<file path="src/rtl/wb_pkg.sv">
// Shared Wishbone widths and the access-sequencer state encoding
// for the wb_la_master slice.
package wb_pkg;
   localparam int WB_ADR_W = 32;
   localparam int WB_DAT_W = 32;
   localparam int WB_SEL_W = 4;

   typedef enum logic [1:0] {
      IDLE = 2'd0,
      BUS  = 2'd1,
      RESP = 2'd2
   } wb_state_e;
endpackage

</file>
<file path="src/rtl/wb_timeout_cnt.sv">
// 16-bit saturating bus-cycle counter; tc_o flags that the access has
// spent TIMEOUT_CYCLES cycles on the bus, counting the current one.
module wb_timeout_cnt #(
   parameter int unsigned TIMEOUT_CYCLES = 255
) (
   input  logic clk_i,
   input  logic rst_ni,
   input  logic clr_i,
   input  logic en_i,
   output logic tc_o
);
   localparam logic [15:0] TC_VAL = 16'(TIMEOUT_CYCLES - 1);

   logic [15:0] cnt_q;
   logic [15:0] cnt_d;

   always_comb begin
      cnt_d = cnt_q;
      if (clr_i)
         cnt_d = '0;
      else if (en_i && (cnt_q != 16'hFFFF))
         cnt_d = cnt_q + 16'd1;
   end

   always_ff @(posedge clk_i or negedge rst_ni) begin
      if (!rst_ni)
         cnt_q <= '0;
      else
         cnt_q <= cnt_d;
   end

   assign tc_o = (cnt_q == TC_VAL);
endmodule

</file>
<file path="src/rtl/wb_la_master.sv">
// Single-outstanding Wishbone classic master: turns a valid/ready command
// into one bus access and returns the read data or a timeout via valid/ready.
module wb_la_master
   import wb_pkg::*;
#(
   parameter int unsigned TIMEOUT_CYCLES = 255
) (
   input  logic                wb_clk_i,
   input  logic                wb_rst_ni,
   input  logic                active_i,
   input  logic                cmd_valid_i,
   output logic                cmd_ready_o,
   input  logic                cmd_we_i,
   input  logic [WB_SEL_W-1:0] cmd_sel_i,
   input  logic [WB_ADR_W-1:0] cmd_adr_i,
   input  logic [WB_DAT_W-1:0] cmd_dat_i,
   output logic                rsp_valid_o,
   input  logic                rsp_ready_i,
   output logic [WB_DAT_W-1:0] rsp_dat_o,
   output logic                rsp_err_o,
   output logic                wbm_cyc_o,
   output logic                wbm_stb_o,
   output logic                wbm_we_o,
   output logic [WB_SEL_W-1:0] wbm_sel_o,
   output logic [WB_ADR_W-1:0] wbm_adr_o,
   output logic [WB_DAT_W-1:0] wbm_dat_o,
   input  logic                wbm_ack_i,
   input  logic [WB_DAT_W-1:0] wbm_dat_i
);
   wb_state_e           state_q;
   logic                we_q;
   logic [WB_SEL_W-1:0] sel_q;
   logic [WB_ADR_W-1:0] adr_q;
   logic [WB_DAT_W-1:0] dat_q;
   logic [WB_DAT_W-1:0] rsp_dat_q;
   logic                rsp_err_q;
   logic                cmd_hs;
   logic                tmo_tc;

   assign cmd_ready_o = (state_q == IDLE) && active_i;
   assign cmd_hs      = cmd_valid_i && cmd_ready_o;

   wb_timeout_cnt #(
      .TIMEOUT_CYCLES(TIMEOUT_CYCLES)
   ) u_tmo (
      .clk_i (wb_clk_i),
      .rst_ni(wb_rst_ni),
      .clr_i (cmd_hs),
      .en_i  ((state_q == BUS) && !wbm_ack_i),
      .tc_o  (tmo_tc)
   );

   // Ack is tested before the terminal count so a late ack still wins.
   always_ff @(posedge wb_clk_i or negedge wb_rst_ni) begin
      if (!wb_rst_ni) begin
         state_q   <= IDLE;
         we_q      <= 1'b0;
         sel_q     <= '0;
         adr_q     <= '0;
         dat_q     <= '0;
         rsp_dat_q <= '0;
         rsp_err_q <= 1'b0;
      end else begin
         case (state_q)
            IDLE: begin
               if (cmd_hs) begin
                  we_q    <= cmd_we_i;
                  sel_q   <= cmd_sel_i;
                  adr_q   <= cmd_adr_i;
                  dat_q   <= cmd_dat_i;
                  state_q <= BUS;
               end
            end
            BUS: begin
               if (wbm_ack_i) begin
                  rsp_dat_q <= we_q ? '0 : wbm_dat_i;
                  rsp_err_q <= 1'b0;
                  state_q   <= RESP;
               end else if (tmo_tc) begin
                  rsp_dat_q <= '0;
                  rsp_err_q <= 1'b1;
                  state_q   <= RESP;
               end
            end
            RESP: begin
               if (rsp_ready_i)
                  state_q <= IDLE;
            end
            default: state_q <= IDLE;
         endcase
      end
   end

   assign wbm_cyc_o   = (state_q == BUS);
   assign wbm_stb_o   = (state_q == BUS);
   assign wbm_we_o    = we_q;
   assign wbm_sel_o   = sel_q;
   assign wbm_adr_o   = adr_q;
   assign wbm_dat_o   = dat_q;
   assign rsp_valid_o = (state_q == RESP);
   assign rsp_dat_o   = rsp_dat_q;
   assign rsp_err_o   = rsp_err_q;
endmodule

</file>
<file path="config.mk">
export PLATFORM = sky130hd
export DESIGN_NAME = wb_la_master
export DESIGN_NICKNAME = d
export VERILOG_FILES = /design/src/rtl/wb_pkg.sv /design/src/rtl/wb_timeout_cnt.sv /design/src/rtl/wb_la_master.sv
export SDC_FILE = /design/constraint.sdc
export NUM_CORES = 1
export LEC_CHECK = 0
export BUFFER_PORTS_ARGS = -buffer_cell sky130_fd_sc_hd__buf_2
export CAP_MARGIN = 20
export CORE_MARGIN = 5
export CORE_UTILIZATION = 52
export DETAILED_ROUTE_END_ITERATION = 16
export PLACE_DENSITY = 0.95
export SYNTH_ARGS = -nofsm -noshare
export SYNTH_HDL_FRONTEND = slang
export SYNTH_SLANG_ARGS = --single-unit
</file>
<file path="constraint.sdc">
create_clock -name wb_clk_i -period 3.35 [get_ports wb_clk_i]
set_input_delay 0.335 -clock wb_clk_i [delete_from_list [all_inputs] [get_ports wb_clk_i]]
set_output_delay 0.335 -clock wb_clk_i [all_outputs]
set_load 0.02 [all_outputs]
</file>
==> summary.md <==
| Metric | Value |
|---|---|
| Fillers | `742` |
| Fin Setup TNS | `0 ns` |
| Worst Path Buf+Inv | `2` |
| CTS H-tree depth | `4` |
| Final period utilization | `73.1%` |
| Post-Syn Nets | `669` |
| Clk_lat worst skew | `0.50 ns` |
| Worst-path clk slew | `0.06 ns` |
| Area of the multi-input gates | `0.00193 mm^2` |
| Hold slack | `0.0182 ns` |
| Number of synthesized flops with an enable pin | `0` |
| CTS tree | `done` |
| Seq/Total Area, Yosys | `57.6%` |
| Worst Path Arrival | `2.82 ns` |
| IO Pins | `213` |
| Synth Flop Type | `dfrtp_1` |
| Max-slew violation count | `0` |
| Final setup viols | `0` |
| CTS-repair resized insts | `0` |
| Final Skew | `0.0144 ns` |
| First DRT Iteration DRCs | `319` |
| M1 GR Usage | `27.6%` |
| Cts bufs inserted | `17` |
| Final Hold Viols | `0` |
| Worst slew pin tran | `0.990 ns` |
| Routing usage on met2 | `38.7%` |
| # DRC | `0` |
| Initial antenna violation count | `0` |
| Power per cell area | `842 mW/mm^2` |
| RD Place Congestion | `0.861` |
| Largest net degree at the start of global routing | `74` |
| Critical path's slowest cell | `or4b_1` |
| Yosys reg bits | `120` |
| Top delay family on crit path | `simple AND/OR/NAND/NOR gates` |
| Area of all sequential standard cells | `0.00300 mm^2` |
| Final HPWL DP | `9880 um` |
| GRT Residual Overflow | `0` |
| Req. time, crit path | `3.72 ns` |
| Routed WL per cell | `15.5 um` |
| Via Count | `4776` |
| Core footprint | `0.00977 mm^2` |
| Crit-path cells | `inv_1, ha_1, or4b_1, nor4_2, o21a_1, buf_4, o21ai_0` |
| Hold WC Path Type | `in -> reg` |
| Synthesized cell area | `0.00521 mm^2` |
| Initial Util | `53.3%` |
| # nets final | `878` |
| First drt pass iteration count | `5` |
| Leakage | `0.00380 uW` |
| Met3 Track Usage GR | `6.93%` |
| Fmax | `408 MHz` |
| All-Layer GR Usage | `22.9%` |
| Area growth from synthesis to layout | `34.8%` |
| Largest stage delay, worst path | `0.44 ns` |
| Number of buffers on the longest clock path | `2` |
| Num Clock Sinks | `120` |
| Number of vias per cell | `5.21` |
| Syn avg cell area | `9.31 um^2` |
| Die ar. | `0.0121 mm^2` |
| Status | `complete, no violations` |
| Crit-path max FO | `24` |
| Cell Rows | `36` |
| Drt total wl | `14200 um` |
| Port bufs | `212` |
| Setup Fix Bufs, Post-CTS | `0` |
| Post-layout min period | `2.45 ns` |
| Synth Warn # | `0` |
| Number of global-route vias before repair | `4525` |
| CP Class | `reg -> reg` |
| Worst vdd ir | `455 uV` |
| Distinct cells, synth | `44` |
| GR peak layer | `met2` |
| First-pass GRT wire length | `21600 um` |
| Max-cap viol count | `0` |
| CTS root buffer | `clkbuf_8` |
| Core Util, Final | `71.9%` |
| Min-delay src | `cmd_adr_i[4]` |
| Hold_buf cts | `6` |
| Setup crit start | `u_tmo.cnt_q[0]` |
| Slew HR | `33.9%` |
| Cell count after synthesis | `560` |
| Layout cells sized above 1 | `33.2%` |
| FF-to-FF Start | `u_tmo.cnt_q[0]` |
| Critical Path End Type | `flip-flop` |
| Die Width | `110 um` |
| ANT nets after route | `0` |
| CP startpoint kind | `flip-flop` |
| Ys async rst share | `100%` |
| Die Ht | `110 um` |
| Unrepaired setup endpoints after global routing | `false` |
==> state kept, by name (all words and copies together) (netlist names) <==
name	count
wbm_sel_o	4
wbm_adr_o	32
wbm_dat_o	32
rsp_err_o	1
rsp_dat_o	32
wbm_we_o	1
state_q	2
u_tmo.cnt_q	16
==> layer usage <==
metal / vias to the layer above / wire [um]
li1: 2268 / -
met1: 2262 / 5480
met2: 224 / 7180
met3: 22 / 1270
met4: 0 / 294
met5: - / 0
==> worst paths after layout <==
kind | to | slack (ns) | depth (start not counted)
setup / recovery | rsp_dat_o[8] | 0.90 | 7
hold reg to reg | wbm_adr_o[5] | 0.47 | 2
hold / removal | wbm_adr_o[4] | 0.02 | 3
min in group asynchronous | rsp_dat_o[3] | 0.38 | 2
max in group asynchronous | wbm_dat_o[6] | 2.18 | 3
setup reg to reg | rsp_dat_o[8] | 0.90 | 7
==> worst min-delay path: stages <==
cell and delay, ns:
buf_2 0.07, nand2_1 0.04, nand2_1 0.04
==> stage by stage <==
| stage | setup slack (ns) | cells | cell area, um^2 | power [uW] |
|---|---|---|---|---|
| floorplan | 1.29 | 560 | 5210 | 3400 |
| global placement | 1.01 | 873 | 6350 | 4110 |
| detailed placement | 0.915 | 873 | 6350 | 4190 |
| CTS | 0.885 | 911 | 6990 | 5960 |
| global route | 0.726 | 915 | 7030 | 6230 |
| finish | 0.900 | 916 | 7030 | 5920 |
==> synthesized netlist by cell type, drive strengths merged (2+ instances only) <==
library cell  number  share of area (%)
ha                 2               0.48
nor3b              2               0.29
nor3               4               0.38
o31ai              3               0.43
or3                2               0.24
a21oi              3               0.50
dfrtp            120                 58
and2               4               0.48
mux2i              5               0.96
nand2b             3               0.36
nor2b              2               0.24
nand4              7                1.1
inv               35                2.5
nor4               8                1.4
a211oi             2               0.29
a221o              6                1.2
nand4b            34                5.7
a21o               3               0.43
buf                9               0.89
or4                4               0.65
nand2            217                 16
clkbuf            28                2.0
o21ai             34                3.3
nor2               4               0.34
nand3              9               0.86
==> layout make-up <==
class / instances / area share (%)
sequential: 120 / 42.7
clock buffer: 19 / 6.14
antenna: 1 / 0.0356
tap: 133 / 2.37
timing repair buffer: 227 / 17.3
inverter: 35 / 1.87
multi-input combinational: 368 / 27.5
clock inverter: 13 / 2.08
==> cells in the final DEF (no fill, tap or decap), drive strengths merged <==
| cell type | instances |
|---|---|
| nand2 | 217 |
| buf | 217 |
| dfrtp | 120 |
| inv | 37 |
| nand4b | 34 |
| o21ai | 34 |
| clkbuf | 19 |
| dlygate4sd3 | 10 |
| nand3 | 9 |
| nor4 | 8 |
| nand4 | 7 |
| clkinv | 7 |
| a221o | 6 |
| mux2i | 5 |
| nor3 | 4 |
| or4 | 4 |
| nor2 | 4 |
| and2 | 4 |
| nand2b | 3 |
| o31ai | 3 |
| a21o | 3 |
| a21oi | 3 |
| nor3b | 2 |
| or3 | 2 |
| a211oi | 2 |
| ha | 2 |
| clkinvlp | 2 |
| bufinv | 2 |
| nor2b | 2 |
| diode | 1 |
| or4b | 1 |
| nand4bb | 1 |
| o21a | 1 |
| o211ai | 1 |
| and4 | 1 |
| xnor2 | 1 |
| or2 | 1 |
| mux2 | 1 |
| o41ai | 1 |
| o211a | 1 |
==> report_power, final <==
group          switching [uW]  internal (uW)  leakage, uW
logic                    1270            657      0.00200
registers                 306           1940      0.00153
clock network             660           1080     0.000279
==> cell families after synthesis <==
family	count (synthesis)	share of synthesized area (%)
AO/OA/AOI/OAI	55	6.72
flip-flops	120	57.6
XOR/XNOR	1	0.168
buffers and inverters	72	5.42
adder cells (fa/ha/maj)	2	0.480
AND/OR/NAND/NOR	304	28.4
multiplexers	6	1.18
No activity file was read; power rests on OpenSTA's default activity.
